## config.mk

```make
export PLATFORM = sky130hd
export DESIGN_NAME = parking_gate_array
export DESIGN_NICKNAME = d
export VERILOG_FILES = /design/src/rtl/parking_pkg.sv /design/src/rtl/parking_gate_fsm.sv /design/src/rtl/parking_gate_array.sv
export SDC_FILE = /design/constraint.sdc
export NUM_CORES = 1
export LEC_CHECK = 0
export CAP_MARGIN = 20
export CELL_PAD_IN_SITES_DETAIL_PLACEMENT = 0
export CELL_PAD_IN_SITES_GLOBAL_PLACEMENT = 1
export CORE_MARGIN = 5
export CORE_UTILIZATION = 44
export DETAILED_ROUTE_END_ITERATION = 7
export PLACE_DENSITY_LB_ADDON = 0.1
export SLEW_MARGIN = 20
export SYNTH_ARGS = -nofsm -noshare
export SYNTH_HDL_FRONTEND = slang
export SYNTH_SLANG_ARGS = --single-unit
export TNS_END_PERCENT = 100
```

## constraint.sdc

```tcl
create_clock -name clk -period 11.7 [get_ports clk]
set_input_delay 2.34 -clock clk [delete_from_list [all_inputs] [get_ports clk]]
set_output_delay 2.34 -clock clk [all_outputs]
set_load 0.05 [all_outputs]
```

## src/rtl/parking_pkg.sv

```systemverilog
// Shared definitions for the parking_gate_array car-park controller.
// Contents:
//   gate_state_t - per-gate state encoding
//   CNT_W        - width of the occupancy and free-space counts
//   seg7         - digit to active-low gfedcba seven-segment pattern
//   bcd_split    - 0..99 value to {tens, units} BCD digits
package parking_pkg;

    localparam int CNT_W = 7;

    typedef enum logic [2:0] {
        GATE_IDLE       = 3'd0,
        GATE_WAIT_PASS  = 3'd1,
        GATE_ENTRY_OPEN = 3'd2,
        GATE_EXIT_OPEN  = 3'd3,
        GATE_LOCKED     = 3'd4
    } gate_state_t;

    // Active-low gfedcba. A non-decimal input blanks the digit.
    function automatic logic [6:0] seg7(input logic [3:0] digit);
        logic [6:0] seg;
        case (digit)
            4'd0:    seg = 7'b1000000;
            4'd1:    seg = 7'b1111001;
            4'd2:    seg = 7'b0100100;
            4'd3:    seg = 7'b0110000;
            4'd4:    seg = 7'b0011001;
            4'd5:    seg = 7'b0010010;
            4'd6:    seg = 7'b0000010;
            4'd7:    seg = 7'b1111000;
            4'd8:    seg = 7'b0000000;
            4'd9:    seg = 7'b0010000;
            default: seg = 7'b1111111;
        endcase
        return seg;
    endfunction

    // Returns {tens, units}. The input never exceeds 99, so the tens digit fits in 4 bits.
    function automatic logic [7:0] bcd_split(input logic [CNT_W-1:0] value);
        logic [CNT_W-1:0] tens;
        logic [CNT_W-1:0] units;
        tens  = value / 7'd10;
        units = value % 7'd10;
        return {tens[3:0], units[3:0]};
    endfunction

endpackage

```

## src/rtl/parking_gate_fsm.sv

```systemverilog
// One gate of the car park: entry with password check, retry lockout, timed barrier and exit.
// Ports:
//   clk, rst                  - clock, synchronous active-low reset
//   sensor_entry, sensor_exit - car present at the entry / exit of this gate
//   password, pw_valid        - submitted password and its one-cycle strobe
//   full                      - car park full (from the shared occupancy register)
//   entry_grant, exit_grant   - same-cycle answers from the shared arbiter
//   entry_req, exit_req       - requests to move a car in / out this cycle
//   green, red                - lamp drives decoded from the state register
module parking_gate_fsm
    import parking_pkg::*;
#(
    parameter int                  PW_WIDTH    = 16,
    parameter logic [PW_WIDTH-1:0] PASSWORD    = 16'h1234,
    parameter int                  MAX_TRIES   = 3,
    parameter int                  OPEN_CYCLES = 50,
    parameter int                  LOCK_CYCLES = 1000
) (
    input  logic                clk,
    input  logic                rst,
    input  logic                sensor_entry,
    input  logic                sensor_exit,
    input  logic [PW_WIDTH-1:0] password,
    input  logic                pw_valid,
    input  logic                full,
    input  logic                entry_grant,
    input  logic                exit_grant,
    output logic                entry_req,
    output logic                exit_req,
    output logic                green,
    output logic                red
);

    localparam int TMR_MAX = (OPEN_CYCLES > LOCK_CYCLES) ? OPEN_CYCLES : LOCK_CYCLES;
    localparam int TMR_W   = $clog2(TMR_MAX + 1);
    localparam logic [TMR_W-1:0] OPEN_LAST = TMR_W'(OPEN_CYCLES - 1);
    localparam logic [TMR_W-1:0] LOCK_LAST = TMR_W'(LOCK_CYCLES - 1);
    localparam logic [3:0]       TRY_LIMIT = 4'(MAX_TRIES);

    gate_state_t      state_r, state_s;
    logic [3:0]       tries_r, tries_s;
    logic [TMR_W-1:0] timer_r, timer_s;
    logic             pw_match_s;

    assign pw_match_s = (password == PASSWORD);

    // Requests are kept apart from next-state logic so the grant path has no combinational loop.
    always_comb begin
        entry_req = 1'b0;
        exit_req  = 1'b0;
        if (state_r == GATE_WAIT_PASS) begin
            entry_req = sensor_entry && pw_valid && pw_match_s;
        end else if (state_r == GATE_IDLE) begin
            // Entry wins over exit at the same gate; a full park turns entry away so exit may proceed.
            exit_req = !(sensor_entry && !full) && sensor_exit;
        end else begin
            entry_req = 1'b0;
            exit_req  = 1'b0;
        end
    end

    // Next-state, retry counter and barrier/lockout timer.
    always_comb begin
        state_s = state_r;
        tries_s = tries_r;
        timer_s = timer_r;
        case (state_r)
            GATE_IDLE: begin
                timer_s = '0;
                if (sensor_entry && !full) begin
                    state_s = GATE_WAIT_PASS;
                end else if (exit_req && exit_grant) begin
                    state_s = GATE_EXIT_OPEN;
                end else begin
                    state_s = GATE_IDLE;
                end
            end
            GATE_WAIT_PASS: begin
                if (!sensor_entry) begin
                    state_s = GATE_IDLE;
                    tries_s = 4'd0;
                end else if (pw_valid && pw_match_s) begin
                    if (entry_grant) begin
                        state_s = GATE_ENTRY_OPEN;
                        tries_s = 4'd0;
                        timer_s = '0;
                    end else begin
                        // Lost the last space to a lower-index gate: retries are kept.
                        state_s = GATE_IDLE;
                    end
                end else if (pw_valid) begin
                    tries_s = tries_r + 4'd1;
                    if ((tries_r + 4'd1) >= TRY_LIMIT) begin
                        state_s = GATE_LOCKED;
                        timer_s = '0;
                    end else begin
                        state_s = GATE_WAIT_PASS;
                    end
                end else begin
                    state_s = GATE_WAIT_PASS;
                end
            end
            GATE_ENTRY_OPEN, GATE_EXIT_OPEN: begin
                if (timer_r == OPEN_LAST) begin
                    state_s = GATE_IDLE;
                    timer_s = '0;
                end else begin
                    timer_s = timer_r + 1'b1;
                end
            end
            GATE_LOCKED: begin
                if (timer_r == LOCK_LAST) begin
                    state_s = GATE_IDLE;
                    tries_s = 4'd0;
                    timer_s = '0;
                end else begin
                    timer_s = timer_r + 1'b1;
                end
            end
            default: begin
                state_s = GATE_IDLE;
                tries_s = 4'd0;
                timer_s = '0;
            end
        endcase
    end

    // State, retry and timer registers with synchronous active-low reset.
    always_ff @(posedge clk) begin
        if (!rst) begin
            state_r <= GATE_IDLE;
            tries_r <= 4'd0;
            timer_r <= '0;
        end else begin
            state_r <= state_s;
            tries_r <= tries_s;
            timer_r <= timer_s;
        end
    end

    assign green = (state_r == GATE_ENTRY_OPEN) || (state_r == GATE_EXIT_OPEN);
    assign red   = ((state_r == GATE_IDLE) && full) ||
                   (state_r == GATE_WAIT_PASS) || (state_r == GATE_LOCKED);

endmodule

```

## src/rtl/parking_gate_array.sv

```systemverilog
// Multi-gate car-park controller: NUM_GATES gate FSMs share one occupancy counter.
// The arbiter works on the current count and serves the lowest gate index first.
// Ports:
//   clk, rst                  - clock, synchronous active-low reset
//   sensor_entry, sensor_exit - per-gate car-present sensors
//   password, pw_valid        - per-gate keypad word (gate g at [g*PW_WIDTH +: PW_WIDTH]) and strobe
//   green, red                - per-gate lamps
//   full, occupancy           - park-full flag and current car count
//   HEX_1, HEX_2              - free spaces tens / units, active-low gfedcba, one cycle behind occupancy
//   HEX_3, HEX_4              - occupancy tens / units, active-low gfedcba, one cycle behind occupancy
module parking_gate_array
    import parking_pkg::*;
#(
    parameter int                  NUM_GATES   = 2,
    parameter int                  CAPACITY    = 99,
    parameter int                  PW_WIDTH    = 16,
    parameter logic [PW_WIDTH-1:0] PASSWORD    = 16'h1234,
    parameter int                  MAX_TRIES   = 3,
    parameter int                  OPEN_CYCLES = 50,
    parameter int                  LOCK_CYCLES = 1000
) (
    input  logic                          clk,
    input  logic                          rst,
    input  logic [NUM_GATES-1:0]          sensor_entry,
    input  logic [NUM_GATES-1:0]          sensor_exit,
    input  logic [NUM_GATES*PW_WIDTH-1:0] password,
    input  logic [NUM_GATES-1:0]          pw_valid,
    output logic [NUM_GATES-1:0]          green,
    output logic [NUM_GATES-1:0]          red,
    output logic                          full,
    output logic [CNT_W-1:0]              occupancy,
    output logic [6:0]                    HEX_1,
    output logic [6:0]                    HEX_2,
    output logic [6:0]                    HEX_3,
    output logic [6:0]                    HEX_4
);

    localparam logic [CNT_W-1:0] CAP_C   = CNT_W'(CAPACITY);
    localparam logic [7:0]       CAP_BCD = bcd_split(CAP_C);

    logic [CNT_W-1:0]     occupancy_r, occupancy_s;
    logic [CNT_W-1:0]     free_s;
    logic [CNT_W-1:0]     exit_cnt_s, entry_cnt_s;
    logic [NUM_GATES-1:0] entry_req_s, exit_req_s;
    logic [NUM_GATES-1:0] entry_grant_s, exit_grant_s;
    logic                 full_s;
    logic [7:0]           free_bcd_s, occ_bcd_s;

    assign free_s     = CAP_C - occupancy_r;
    assign full_s     = (occupancy_r == CAP_C);
    assign free_bcd_s = bcd_split(free_s);
    assign occ_bcd_s  = bcd_split(occupancy_r);

    for (genvar g = 0; g < NUM_GATES; g++) begin : g_gate
        parking_gate_fsm #(
            .PW_WIDTH    (PW_WIDTH),
            .PASSWORD    (PASSWORD),
            .MAX_TRIES   (MAX_TRIES),
            .OPEN_CYCLES (OPEN_CYCLES),
            .LOCK_CYCLES (LOCK_CYCLES)
        ) u_fsm (
            .clk          (clk),
            .rst          (rst),
            .sensor_entry (sensor_entry[g]),
            .sensor_exit  (sensor_exit[g]),
            .password     (password[g*PW_WIDTH +: PW_WIDTH]),
            .pw_valid     (pw_valid[g]),
            .full         (full_s),
            .entry_grant  (entry_grant_s[g]),
            .exit_grant   (exit_grant_s[g]),
            .entry_req    (entry_req_s[g]),
            .exit_req     (exit_req_s[g]),
            .green        (green[g]),
            .red          (red[g])
        );
    end

    // Fixed-priority arbiter: exits bounded by current occupancy, entries by current free space.
    always_comb begin
        exit_cnt_s    = '0;
        entry_cnt_s   = '0;
        exit_grant_s  = '0;
        entry_grant_s = '0;
        for (int g = 0; g < NUM_GATES; g++) begin
            if (exit_req_s[g] && (exit_cnt_s < occupancy_r)) begin
                exit_grant_s[g] = 1'b1;
                exit_cnt_s      = exit_cnt_s + 7'd1;
            end else begin
                exit_grant_s[g] = 1'b0;
            end
            if (entry_req_s[g] && (entry_cnt_s < free_s)) begin
                entry_grant_s[g] = 1'b1;
                entry_cnt_s      = entry_cnt_s + 7'd1;
            end else begin
                entry_grant_s[g] = 1'b0;
            end
        end
        // Both counts are bounded above, so this stays within 0..CAPACITY.
        occupancy_s = occupancy_r - exit_cnt_s + entry_cnt_s;
    end

    // Occupancy register and display digits (digits follow the registered count).
    always_ff @(posedge clk) begin
        if (!rst) begin
            occupancy_r <= '0;
            HEX_1       <= seg7(CAP_BCD[7:4]);
            HEX_2       <= seg7(CAP_BCD[3:0]);
            HEX_3       <= seg7(4'd0);
            HEX_4       <= seg7(4'd0);
        end else begin
            occupancy_r <= occupancy_s;
            HEX_1       <= seg7(free_bcd_s[7:4]);
            HEX_2       <= seg7(free_bcd_s[3:0]);
            HEX_3       <= seg7(occ_bcd_s[7:4]);
            HEX_4       <= seg7(occ_bcd_s[3:0]);
        end
    end

    assign full      = full_s;
    assign occupancy = occupancy_r;

endmodule

```

Word level (Yosys, flattened, before mapping)
Memory sizes are Yosys's and may differ from the RTL's. A register that Yosys moved wholly into a read port is not among the register bits.
Cells that the tools add are included.
W data, S select, Z words.
Cells by class
  shift-type cells: 0
  bitwise logic cells: 2
  muxes and demuxes: 62
  eq/ne operators: 31
  multipliers: 0
  add/subtract/negate cells: 9
  $lt $le $gt $ge: 6
  reduce and logical (&&, ||, !) cells: 43
  divide/modulo/power cells: 4
Operators with widths (number)
  $mux W10: 14
  $pmux W10 S3: 2
  $mux W3: 14
  $mux W4: 10
  $eq A16 B13 Y1 const B: 2
  $pmux W3 S4: 2
  $pmux W4 S3: 2
  $add A10 B1 Y10 const B: 2
  $eq A10 B10 Y1 const B: 2
  $eq A10 B6 Y1 const B: 2
  $logic_and A1 B1 Y1: 18
  $reduce_and A4 Y1: 4
  $add A7 B1 Y7 const B: 2
  $div A7 B4 Y7 const B: 2
  $lt A1 B7 Y1 const A: 2
  $lt A7 B7 Y1: 2
  $mod A7 B4 Y7 const B: 2
  $mux W7: 2
  $eq A3 B2 Y1 const B: 4
  $mux W1: 12
  $ne A3 B3 Y1 const B: 4
  $add A4 B1 Y4 const B: 2
  $ge A4 B2 Y1 const B: 2
  $mux W2: 4
  18 further kinds: 43
Word-level totals
  flip-flop bits (word level): 41
  bits in read-only memories: 448
  memories kept: 4
  bits in latches: 0
  logic and storage cells: 168
  bits in writable memories: 0
Memories
  (name not given): depth 16, bits a word 7, rd ports 1, clocked after Yosys merged registers in 1, wr ports 0, line parking_pkg.sv:22  | case (digit)
  (name not given): depth 16, bits a word 7, rd ports 1, clocked after Yosys merged registers in 1, wr ports 0, line parking_pkg.sv:22
  (name not given): depth 16, bits a word 7, rd ports 1, clocked after Yosys merged registers in 1, wr ports 0, line parking_pkg.sv:22
  (name not given): depth 16, bits a word 7, rd ports 1, clocked after Yosys merged registers in 1, wr ports 0, line parking_pkg.sv:22

Logic depth before layout (Yosys ltp)
Gate-level depths: netlist of run 1.
  depth in word-level cells: 16
  depth in mapped cells: 25
  depth with buffers taken out: 22

Hierarchy
From an unflattened synthesis of run 1, not the netlist that was laid out.
Unflattened totals
  cells, all modules: 694
  area, all modules: 5708.0 um2
By module, submodules not included
  parking_gate_array: instances 1, sequential area each 700.7 um2, area an instance 3280.6 um2, cells an instance 399
  parking_gate_fsm (g_gate[0].u_fsm): instances 1, sequential area each 340.3 um2, area an instance 1252.5 um2, cells an instance 145
  parking_gate_fsm (g_gate[1].u_fsm): instances 1, sequential area each 340.3 um2, area an instance 1174.9 um2, cells an instance 150

Least setup slack after synthesis of run 1
Ideal clock, no wire load.
  kind: input -> register
  start: input port password[24]
  end: register occupancy_r[5], in the netlist occupancy[5]
  buffers on the path: 0
  required time: 11.572 ns
  slack: 5.769 ns
  stages on the path: 18
  arrival time: 5.803 ns
  cells stage by stage: or4b_1 > nor4_1 > nand4b_1 > or4b_1 > nor3b_1 > ha_1 > inv_1 > fa_1 > inv_1 > ha_1 > a21o_1 > a21oi_1 > nor2_1 > nor2_1 > nor2_1 > nor2_1 > xor2_1 > nor2_1
On the way
  word-level cells in the longest chain between the ends: 6
RTL lines
  start, declared: line parking_gate_array.sv:26  | input logic [NUM_GATES*PW_WIDTH-1:0] password,
  $eq A16 B13 Y1: line parking_gate_fsm.sv:45  | assign pw_match_s = (password == PASSWORD);
  $logic_and A1 B1 Y1: line parking_gate_fsm.sv:52  | entry_req = sensor_entry && pw_valid && pw_match_s;
  $mux W1: line parking_gate_fsm.sv:51  | if (state_r == GATE_WAIT_PASS) begin
  $logic_and A1 B1 Y1: line parking_gate_array.sv:91  | if (entry_req_s[g] && (entry_cnt_s < free_s)) begin
  $mux W7: line parking_gate_array.sv:91
  $add A7 B7 Y7: line parking_gate_array.sv:99  | occupancy_s = occupancy_r - exit_cnt_s + entry_cnt_s;
  end signal, assigned: line parking_gate_array.sv:111  | occupancy_r <= occupancy_s;
  end, declared: line parking_gate_array.sv:41  | logic [CNT_W-1:0] occupancy_r, occupancy_s;
No other way between the ends.
A chain may end at the register's enable or synchronous reset.

Final worst setup path of run 1
Same ends and word-level chain as after synthesis.

==> report_table.html, run 1 <==
<table>
<tr><th>Metric</th><th>Value</th></tr>
<tr><th colspan="2">Synthesis</th></tr>
<tr><td>Synth Cell Area</td><td>0.005399 mm2</td></tr>
<tr><td>Synth Net Count</td><td>778</td></tr>
<tr><td>Number of instances in the synthesized netlist</td><td>687</td></tr>
<tr><td>Syn Area/Cell</td><td>7.859 um2</td></tr>
<tr><td>Yosys Warn Count</td><td>0</td></tr>
<tr><td>Dominant register cell in the synthesized netlist</td><td>dfxtp_1</td></tr>
<tr><td>Sequential share of the synthesized area</td><td>25.59%</td></tr>
<tr><td>Count of flip-flops with a built-in enable after synthesis</td><td>0</td></tr>
<tr><td>Number of distinct library cells after synthesis</td><td>80</td></tr>
<tr><td>Flop and latch count out of synthesis</td><td>69</td></tr>
<tr><td>Async set-reset flop share out of synthesis</td><td>0%</td></tr>
<tr><th colspan="2">Clock network</th></tr>
<tr><td>Clock transition at the register clock pins on the worst setup and hold paths after CTS</td><td>60 ps</td></tr>
<tr><td>Cell at the root of the clock tree</td><td>clkbuf_16</td></tr>
<tr><td>Post-CTS Hold Buffers</td><td>0</td></tr>
<tr><td>Number of buffers created by CTS</td><td>9</td></tr>
<tr><td>CTS max path bufs</td><td>2</td></tr>
<tr><td>Post-CTS setup buffer count</td><td>0</td></tr>
<tr><td>Maximum level of the CTS H-tree</td><td>3</td></tr>
<tr><td>CTS tree</td><td>built</td></tr>
<tr><td>Clk sinks</td><td>69</td></tr>
<tr><td>Insertion delay to the later sink of the worst-skew pair</td><td>330 ps</td></tr>
<tr><td>Total of cells resized after clock tree synthesis</td><td>0</td></tr>
<tr><th colspan="2">Hold path</th></tr>
<tr><td>Path type of the worst min-delay path</td><td>reg2reg</td></tr>
<tr><td>Startpoint of the lowest-slack hold path</td><td>g_gate[0].u_fsm.tries_r[3]$_SDFFE_PN0P_</td></tr>
<tr><td>Worst Hold Path EP</td><td>g_gate[0].u_fsm.tries_r[3]$_SDFFE_PN0P_</td></tr>
<tr><td>Instance count along the most critical hold path</td><td>2</td></tr>
<tr><th colspan="2">Detailed routing</th></tr>
<tr><td>Number of DRC markers in iteration 0</td><td>260</td></tr>
<tr><td>Average wire length per cell after detail routing</td><td>15.46 um</td></tr>
<tr><td>Remaining antenna violation count after routing</td><td>0</td></tr>
<tr><td>Total via count in the routed design</td><td>5176</td></tr>
<tr><td>Total DRC errors in the routed layout</td><td>0</td></tr>
<tr><td>Detailed-route vias per instance</td><td>5.745</td></tr>
<tr><td>Wire length reported by the detailed router</td><td>13930 um</td></tr>
<tr><td>Count of TritonRoute iterations in the first routing pass</td><td>5</td></tr>
<tr><th colspan="2">Status</th></tr>
<tr><td>Result of the run</td><td>complete, no violations</td></tr>
<tr><th colspan="2">Timing</th></tr>
<tr><td>Maximum frequency from static timing analysis</td><td>0.1603 GHz</td></tr>
<tr><td>Setup violations, final</td><td>0</td></tr>
<tr><td>Number of hold violations in the final report</td><td>0</td></tr>
<tr><td>Slew Viols, Final</td><td>0</td></tr>
<tr><td>Clock skew</td><td>7.647 ps</td></tr>
<tr><td>Shortest period the worst path allows</td><td>6239 ps</td></tr>
<tr><td>Unrepaired setup endpoints after global routing</td><td>false</td></tr>
<tr><td>Pin slew with the least headroom to its limit</td><td>907.2 ps</td></tr>
<tr><td>Worst rel slew slack</td><td>39.44%</td></tr>
<tr><td>Final critical-path share of the clock period</td><td>53.32%</td></tr>
<tr><td>Sum Neg Setup Slack</td><td>0 ps</td></tr>
<tr><th colspan="2">GRT</th></tr>
<tr><td>Initial antenna violation count</td><td>0</td></tr>
<tr><td>Pin count of the biggest net entering global routing</td><td>25</td></tr>
<tr><td>Aggregate global-route resource usage</td><td>19.40%</td></tr>
<tr><td>First-pass GRT wire length</td><td>23270 um</td></tr>
<tr><td>Via count of the first global-routing pass</td><td>4885</td></tr>
<tr><td>Overflow after GRT</td><td>0</td></tr>
<tr><th colspan="2">Setup path</th></tr>
<tr><td>Data required time at the worst endpoint</td><td>11920 ps</td></tr>
<tr><td>Buf/Inv on CP</td><td>3</td></tr>
<tr><td>Count of cells along the worst register-to-register path</td><td>16</td></tr>
<tr><td>Cell with the largest stage delay on the worst path</td><td>or4b_1</td></tr>
<tr><td>Reg-to-reg startpoint</td><td>occupancy[3]$_SDFF_PN0_</td></tr>
<tr><td>Reg2reg setup slack</td><td>6090 ps</td></tr>
<tr><td>R2r endpoint</td><td>HEX_2[1]$_SDFF_PN0_</td></tr>
<tr><td>Cells along the critical path</td><td>clkdlybuf4s50_1, or4b_1, nor4_1, nand4b_1, or4b_1, nor3b_1, ha_1, inv_1, fa_1, inv_1, ha_1, a21o_1, a21oi_1, nor2_1, nor2_1, nor2_1, nor2_1, xor2_1, nor2_1</td></tr>
<tr><td>Worst-path fanout max</td><td>4</td></tr>
<tr><td>Critical Setup Path Class</td><td>in2reg</td></tr>
<tr><td>Critical Path Most Common Cell</td><td>nor2_1</td></tr>
<tr><td>Biggest cell delay along the critical path</td><td>550 ps</td></tr>
<tr><td>Critical Path End Type</td><td>flop</td></tr>
<tr><td>Crit path launch type</td><td>input port</td></tr>
<tr><td>Cell family with the largest share of critical-path delay</td><td>simple AND/OR/NAND/NOR gates</td></tr>
<tr><td>CP arrival</td><td>6450 ps</td></tr>
<tr><th colspan="2">Die</th></tr>
<tr><td>Initial cell density of the core</td><td>44.95%</td></tr>
<tr><td>FP Rows</td><td>40</td></tr>
<tr><td>Floorplan core area</td><td>0.01201 mm2</td></tr>
<tr><td>Die Area</td><td>0.01459 mm2</td></tr>
<tr><td>Num ports</td><td>80</td></tr>
<tr><td>Die width</td><td>120.8 um</td></tr>
<tr><td>Height of the die</td><td>120.8 um</td></tr>
<tr><th colspan="2">Placement</th></tr>
<tr><td>Dpl hpwl</td><td>10610 um</td></tr>
<tr><td>Placer congestion estimate</td><td>0.8228</td></tr>
<tr><td>Number of port buffers</td><td>79</td></tr>
<tr><th colspan="2">Cells and area</th></tr>
<tr><td>Layout overhead on the synthesized area</td><td>21.55%</td></tr>
<tr><td>Number of inserted filler cells in the final layout</td><td>1166</td></tr>
<tr><td>Final layout net count</td><td>840</td></tr>
<tr><td>Number of inserted diodes</td><td>0</td></tr>
<tr><td>Layout cells sized above 1</td><td>4.775%</td></tr>
<tr><th colspan="2">Job</th></tr>
<tr><td>Maximum capacitance violations</td><td>0</td></tr>
</table>
per-layer routing:
metal	wire length, um	GRT usage, %
met1	6179	24.14
met2	6882	33.60
met3	669	3.742
met4	197	6.374
met5	0	0
synthesized netlist by cell type, drive strengths merged (3+ instances only):
cell type | number | area share (%)
clkbuf | 19 | 1.3
o2111ai | 8 | 1.3
or4b | 4 | 0.74
o32ai | 3 | 0.49
nand2 | 47 | 3.3
a31o | 3 | 0.49
nor2b | 17 | 2.1
nor2 | 79 | 5.5
o311a | 3 | 0.56
a222oi | 3 | 0.56
a311oi | 3 | 0.93
or4 | 3 | 0.42
mux2i | 9 | 1.7
nor4 | 8 | 0.93
nor3 | 21 | 1.9
xor2 | 13 | 2.1
a21oi | 47 | 4.4
a31oi | 9 | 1.0
o21ai | 39 | 3.6
ha | 49 | 11
nor4b | 4 | 0.65
or3 | 10 | 1.2
nor3b | 5 | 0.70
buf | 13 | 1.4
o31a | 5 | 0.81
o21a | 5 | 0.72
nand4 | 7 | 0.81
xnor2 | 22 | 3.7
nand2b | 9 | 1.0
o31ai | 11 | 1.5
o211ai | 5 | 0.70
a211oi | 10 | 1.4
and3 | 7 | 0.81
dfxtp | 69 | 26
nand3b | 3 | 0.42
nand3 | 28 | 2.6
and2 | 6 | 0.70
inv | 36 | 2.5
a21o | 7 | 0.97
state kept, by name, summed over array words and instances (netlist names):
| signal | count |
|---|---|
| HEX_2 | 7 |
| occupancy | 7 |
| HEX_4 | 7 |
| g_gate.u_fsm.state_r | 6 |
| HEX_1 | 7 |
| HEX_3 | 7 |
| g_gate.u_fsm.tries_r | 8 |
| g_gate.u_fsm.timer_r | 20 |
how the worst max path moves through the flow:
stage	from	endpoint	cells after the start	slack (ps)
after floorplan	password[24]	occupancy[5]$_SDFF_PN0_	18	5770
after global placement	password[24]	occupancy[5]$_SDFF_PN0_	19	5160
after detailed placement	password[8]	occupancy[6]$_SDFF_PN0_	21	5090
after CTS	password[8]	occupancy[6]$_SDFF_PN0_	21	5440
final	password[24]	occupancy[5]$_SDFF_PN0_	19	5460
after global routing	password[27]	occupancy[5]$_SDFF_PN0_	19	5150
cell type report:
class / instances / area (um2) / share of cell area (%)
clock inverters: 5 / 58.81 / 0.8961
inverters: 37 / 138.9 / 2.116
well taps: 147 / 183.9 / 2.803
repair buffers: 83 / 820.8 / 12.51
flip-flops and latches: 69 / 1381 / 21.05
multi-input cells: 549 / 3736 / 56.93
clock buffers: 11 / 242.7 / 3.699
tightest hold or removal path: stages, from the launching register on:
cell	delay, ps
dfxtp_1	320
o21ai_0	70
a21oi_1	60
cell usage in the layout, fill, tap and decap left out, drive strengths merged, types with 11 or more instances in the layout:
master / count
ha: 49
clkdlybuf4s50: 79
inv: 37
nand2: 47
dfxtp: 69
clkbuf: 11
xnor2: 22
a21oi: 47
nor2b: 17
o21ai: 39
nor2: 79
o31ai: 11
nand3: 28
xor2: 13
nor3: 21
logic make-up (layout without fill, tap and decap cells):
group	Yosys count	count (layout)	synth area share, %
AND/OR/NAND/NOR	264	264	24.80
AO/OA/AOI/OAI	188	188	24.31
multiplexers	11	11	2.086
flip-flops	69	69	25.59
buffers and inverters	69	136	5.307
adder cells (fa/ha/maj)	51	51	12.10
XOR/XNOR	35	35	5.817
stage by stage:
step | std cells | hold slack (ps) | cell area, um2 | util (%) | setup slack, ps
after detailed placement | 885 | 490.5 | 6261 | 52.13 | 5088
after global routing | 901 | 507.1 | 6563 | 54.64 | 5155
after CTS | 901 | 496.5 | 6563 | 54.64 | 5439
after global placement | 885 | 468.9 | 6256 | 52.08 | 5164
after floorplan | 687 | 458.3 | 5399 | - | 5769
final | 901 | 490.0 | 6563 | 54.64 | 5461
Power of run 1 is left out: the tool's default activity adds up to more than one toggle a clock period on the data nets, which glitch-free logic cannot reach.
==> run 2, diff against run 1 <==
Settings changed: CORE_UTILIZATION 44 to 37.
Clock period 11.7 ns to 5.24 ns, I/O delays scaled along.
==> report_table.html, run 2 (synthesized netlist as in run 1, its figures left out) <==
<table>
<tr><th>Metric</th><th>Value</th></tr>
<tr><th colspan="2">Cells and area</th></tr>
<tr><td>Layout overhead on the synthesized area</td><td>25.72% (was 21.55%)</td></tr>
<tr><td>Number of inserted diodes</td><td>0 (unchanged)</td></tr>
<tr><td>Largest registers in the final layout</td><td>g_gate.u_fsm.timer_r (20), g_gate.u_fsm.tries_r (8) (unchanged)</td></tr>
<tr><td>Number of inserted filler cells in the final layout</td><td>1425 (was 1166)</td></tr>
<tr><td>Commonest cells after routing, fill and taps aside</td><td>79 x clkdlybuf4s50_1, 78 x nor2_1, 68 x dfxtp_1, 49 x ha_1 (was 79 x clkdlybuf4s50_1, 78 x nor2_1, 69 x dfxtp_1, 49 x ha_1)</td></tr>
<tr><td>Number of flip-flops under the largest register name</td><td>20 (unchanged)</td></tr>
<tr><td>Biggest register</td><td>g_gate.u_fsm.timer_r (unchanged)</td></tr>
<tr><td>Layout cells sized above 1</td><td>7.861% (was 4.775%)</td></tr>
<tr><td>Final layout net count</td><td>862 (was 840)</td></tr>
<tr><td>Most common cell after layout, fill and taps aside</td><td>clkdlybuf4s50_1 (unchanged)</td></tr>
<tr><th colspan="2">Placement</th></tr>
<tr><td>DP Worst Slack</td><td>-128.7 ps (was 5088 ps)</td></tr>
<tr><td>Placer congestion estimate</td><td>0.8529 (was 0.8228)</td></tr>
<tr><td>Dpl hpwl</td><td>11140 um (was 10610 um)</td></tr>
<tr><td>Number of port buffers</td><td>79 (unchanged)</td></tr>
<tr><th colspan="2">Hold path</th></tr>
<tr><td>Path type of the worst min-delay path</td><td>reg2reg (unchanged)</td></tr>
<tr><td>Instance count along the most critical hold path</td><td>2 (unchanged)</td></tr>
<tr><td>Worst Hold Path EP</td><td>g_gate[1].u_fsm.tries_r[3]$_SDFFE_PN0P_ (was g_gate[0].u_fsm.tries_r[3]$_SDFFE_PN0P_)</td></tr>
<tr><td>Startpoint of the lowest-slack hold path</td><td>g_gate[1].u_fsm.tries_r[3]$_SDFFE_PN0P_ (was g_gate[0].u_fsm.tries_r[3]$_SDFFE_PN0P_)</td></tr>
<tr><th colspan="2">Setup path</th></tr>
<tr><td>CP startpoint</td><td>password[24] (unchanged)</td></tr>
<tr><td>Critical Path End Type</td><td>flop (unchanged)</td></tr>
<tr><td>Critical Path Most Common Cell</td><td>nor2_1 (unchanged)</td></tr>
<tr><td>Cell with the largest stage delay on the worst path</td><td>or4b_1 (unchanged)</td></tr>
<tr><td>Reg2reg setup slack</td><td>630 ps (was 6090 ps)</td></tr>
<tr><td>Count of cells along the worst register-to-register path</td><td>16 (unchanged)</td></tr>
<tr><td>Biggest cell delay along the critical path</td><td>550 ps (about the same)</td></tr>
<tr><td>R2r endpoint</td><td>HEX_2[1]$_SDFF_PN0_ (unchanged)</td></tr>
<tr><td>Crit path launch type</td><td>input port (unchanged)</td></tr>
<tr><td>CP arrival</td><td>5140 ps (was 6450 ps)</td></tr>
<tr><td>Critical Setup Path Class</td><td>in2reg (unchanged)</td></tr>
<tr><td>Data required time at the worst endpoint</td><td>5440 ps (was 11920 ps)</td></tr>
<tr><td>Reg-to-reg startpoint</td><td>occupancy[4]$_SDFF_PN0_ (was occupancy[3]$_SDFF_PN0_)</td></tr>
<tr><td>Cells along the critical path</td><td>clkdlybuf4s50_1, or4b_1, nor4_1, nand4b_1, or4b_1, nor3b_2, ha_1, inv_1, fa_1, inv_1, ha_1, a21o_1, a21oi_1, nor2_1, nor2_1, nor2_1, nor2_1, xor2_1, nor2_1 (was clkdlybuf4s50_1, or4b_1, nor4_1, nand4b_1, or4b_1, nor3b_1, ha_1, inv_1, fa_1, inv_1, ha_1, a21o_1, a21oi_1, nor2_1, nor2_1, nor2_1, nor2_1, xor2_1, nor2_1)</td></tr>
<tr><td>Worst-path fanout max</td><td>2 (was 4)</td></tr>
<tr><th colspan="2">Detailed routing</th></tr>
<tr><td>Number of DRC markers in iteration 0</td><td>267 (was 260)</td></tr>
<tr><td>Count of TritonRoute iterations in the first routing pass</td><td>4 (was 5)</td></tr>
<tr><td>Detailed-route vias per instance</td><td>5.480 (was 5.745)</td></tr>
<tr><td>Wire length reported by the detailed router</td><td>14650 um (was 13930 um)</td></tr>
<tr><td>Total via count in the routed design</td><td>5261 (was 5176)</td></tr>
<tr><td>Average wire length per cell after detail routing</td><td>15.26 um (was 15.46 um)</td></tr>
<tr><td>Total DRC errors in the routed layout</td><td>0 (unchanged)</td></tr>
<tr><td>Remaining antenna violation count after routing</td><td>0 (unchanged)</td></tr>
<tr><th colspan="2">Die</th></tr>
<tr><td>Initial cell density of the core</td><td>37.43% (was 44.95%)</td></tr>
<tr><td>Die width</td><td>130.8 um (was 120.8 um)</td></tr>
<tr><td>Height of the die</td><td>130.8 um (was 120.8 um)</td></tr>
<tr><td>Die Area</td><td>0.01711 mm2 (was 0.01459 mm2)</td></tr>
<tr><td>FP Rows</td><td>44 (was 40)</td></tr>
<tr><td>Floorplan core area</td><td>0.01442 mm2 (was 0.01201 mm2)</td></tr>
<tr><td>Num ports</td><td>80 (unchanged)</td></tr>
<tr><th colspan="2">Clock network</th></tr>
<tr><td>Clk sinks</td><td>69 (unchanged)</td></tr>
<tr><td>CTS tree</td><td>built (unchanged)</td></tr>
<tr><td>Number of buffers created by CTS</td><td>9 (unchanged)</td></tr>
<tr><td>Clock transition at the register clock pins on the worst setup and hold paths after CTS</td><td>60 ps (about the same)</td></tr>
<tr><td>Post-CTS setup buffer count</td><td>0 (unchanged)</td></tr>
<tr><td>Insertion delay to the later sink of the worst-skew pair</td><td>340 ps (was 330 ps)</td></tr>
<tr><td>CTS max path bufs</td><td>2 (unchanged)</td></tr>
<tr><td>Cell at the root of the clock tree</td><td>clkbuf_16 (unchanged)</td></tr>
<tr><td>Maximum level of the CTS H-tree</td><td>3 (unchanged)</td></tr>
<tr><th colspan="2">Timing</th></tr>
<tr><td>Final critical-path share of the clock period</td><td>94.30%</td></tr>
<tr><td>Clock skew</td><td>10.31 ps (was 7.647 ps)</td></tr>
<tr><td>Number of hold violations in the final report</td><td>0 (unchanged)</td></tr>
<tr><td>Pin slew with the least headroom to its limit</td><td>780.0 ps (was 907.2 ps)</td></tr>
<tr><td>Slew Viols, Final</td><td>0 (unchanged)</td></tr>
<tr><td>Worst setup margin</td><td>298.5 ps (was 5461 ps)</td></tr>
<tr><td>Maximum frequency from static timing analysis</td><td>0.2024 GHz</td></tr>
<tr><td>Worst rel slew slack</td><td>47.84% (was 39.44%)</td></tr>
<tr><td>Setup violations, final</td><td>0 (unchanged)</td></tr>
<tr><td>Unrepaired setup endpoints after global routing</td><td>false (unchanged)</td></tr>
<tr><td>Shortest period the worst path allows</td><td>4942 ps</td></tr>
<tr><th colspan="2">GRT</th></tr>
<tr><td>Pin count of the biggest net entering global routing</td><td>21 (was 25)</td></tr>
<tr><td>First-pass GRT wire length</td><td>24160 um (was 23270 um)</td></tr>
<tr><td>Overflow after GRT</td><td>0 (unchanged)</td></tr>
<tr><td>Initial antenna violation count</td><td>0 (unchanged)</td></tr>
<tr><td>Via count of the first global-routing pass</td><td>5022 (was 4885)</td></tr>
<tr><td>Aggregate global-route resource usage</td><td>17.29% (was 19.40%)</td></tr>
<tr><th colspan="2">Status</th></tr>
<tr><td>Result of the run</td><td>complete, no violations (unchanged)</td></tr>
<tr><th colspan="2">Job</th></tr>
<tr><td>Maximum capacitance violations</td><td>0 (unchanged)</td></tr>
</table>
[run 2: how the worst max path moves through the flow]
stage / to / slack (ps) / depth (start not counted)
CTS: occupancy[5]$_SDFF_PN0_ / 210 / 19
detailed placement: occupancy[5]$_SDFF_PN0_ / -130 / 19
global route: occupancy[6]$_SDFF_PN0_ / 50 / 21
floorplan: HEX_2[1]$_SDFF_PN0_ / 280 / 19
finish: occupancy[5]$_SDFF_PN0_ / 300 / 19
global placement: occupancy[5]$_SDFF_PN0_ / -40 / 19
[run 2: through the flow]
stage	util (%)	std cells	setup TNS, ps	hold slack, ps	area (um2)
2_1_floorplan	-	687	0	458.3	5399
3_3_place_gp	44.84	944	-35.71	467.3	6467
3_5_place_dp	44.84	944	-167.6	488.9	6467
4_1_cts	46.94	960	0	501.2	6770
5_1_grt	47.06	960	0	517.7	6788
6_report	47.06	960	0	498.0	6788
[run 2: worst max-delay path: cells and delay by family]
| kind | cells | cell delay (ps) |
|---|---|---|
| AND/OR/NAND/NOR | 10 | 1990 |
| adder cells (fa/ha/maj) | 3 | 1000 |
| buffers and inverters | 3 | 530 |
| AO/OA/AOI/OAI | 2 | 400 |
| XOR/XNOR | 1 | 170 |
[run 2: timing repair]
item	in CTS	in global routing
hold buffers	0	0
setup endpoints to repair	0	3
gates resized for setup	0	4
[run 2: layout make-up]
class	instances	area, um2	share of cell area [%]
clock buffers	11	242.7	3.576
clock inverters	5	60.06	0.8848
inverters	37	142.6	2.101
multi-input cells	549	3744	55.15
flip-flops and latches	69	1383	20.37
well taps	184	230.2	3.392
repair buffers	105	985.9	14.53
[run 2: per-layer routing]
metal  up-vias  wire, um  global-route usage, %  share of wire, %
li1       2670         -                      -                 -
met1      2475      6959                  23.03                48
met2       102      6832                  28.49                47
met3        14       677                  3.496               4.6
met4         0       176                  4.840               1.2
met5         -         0                      0                 0
Power of run 2 is left out for the same reason.
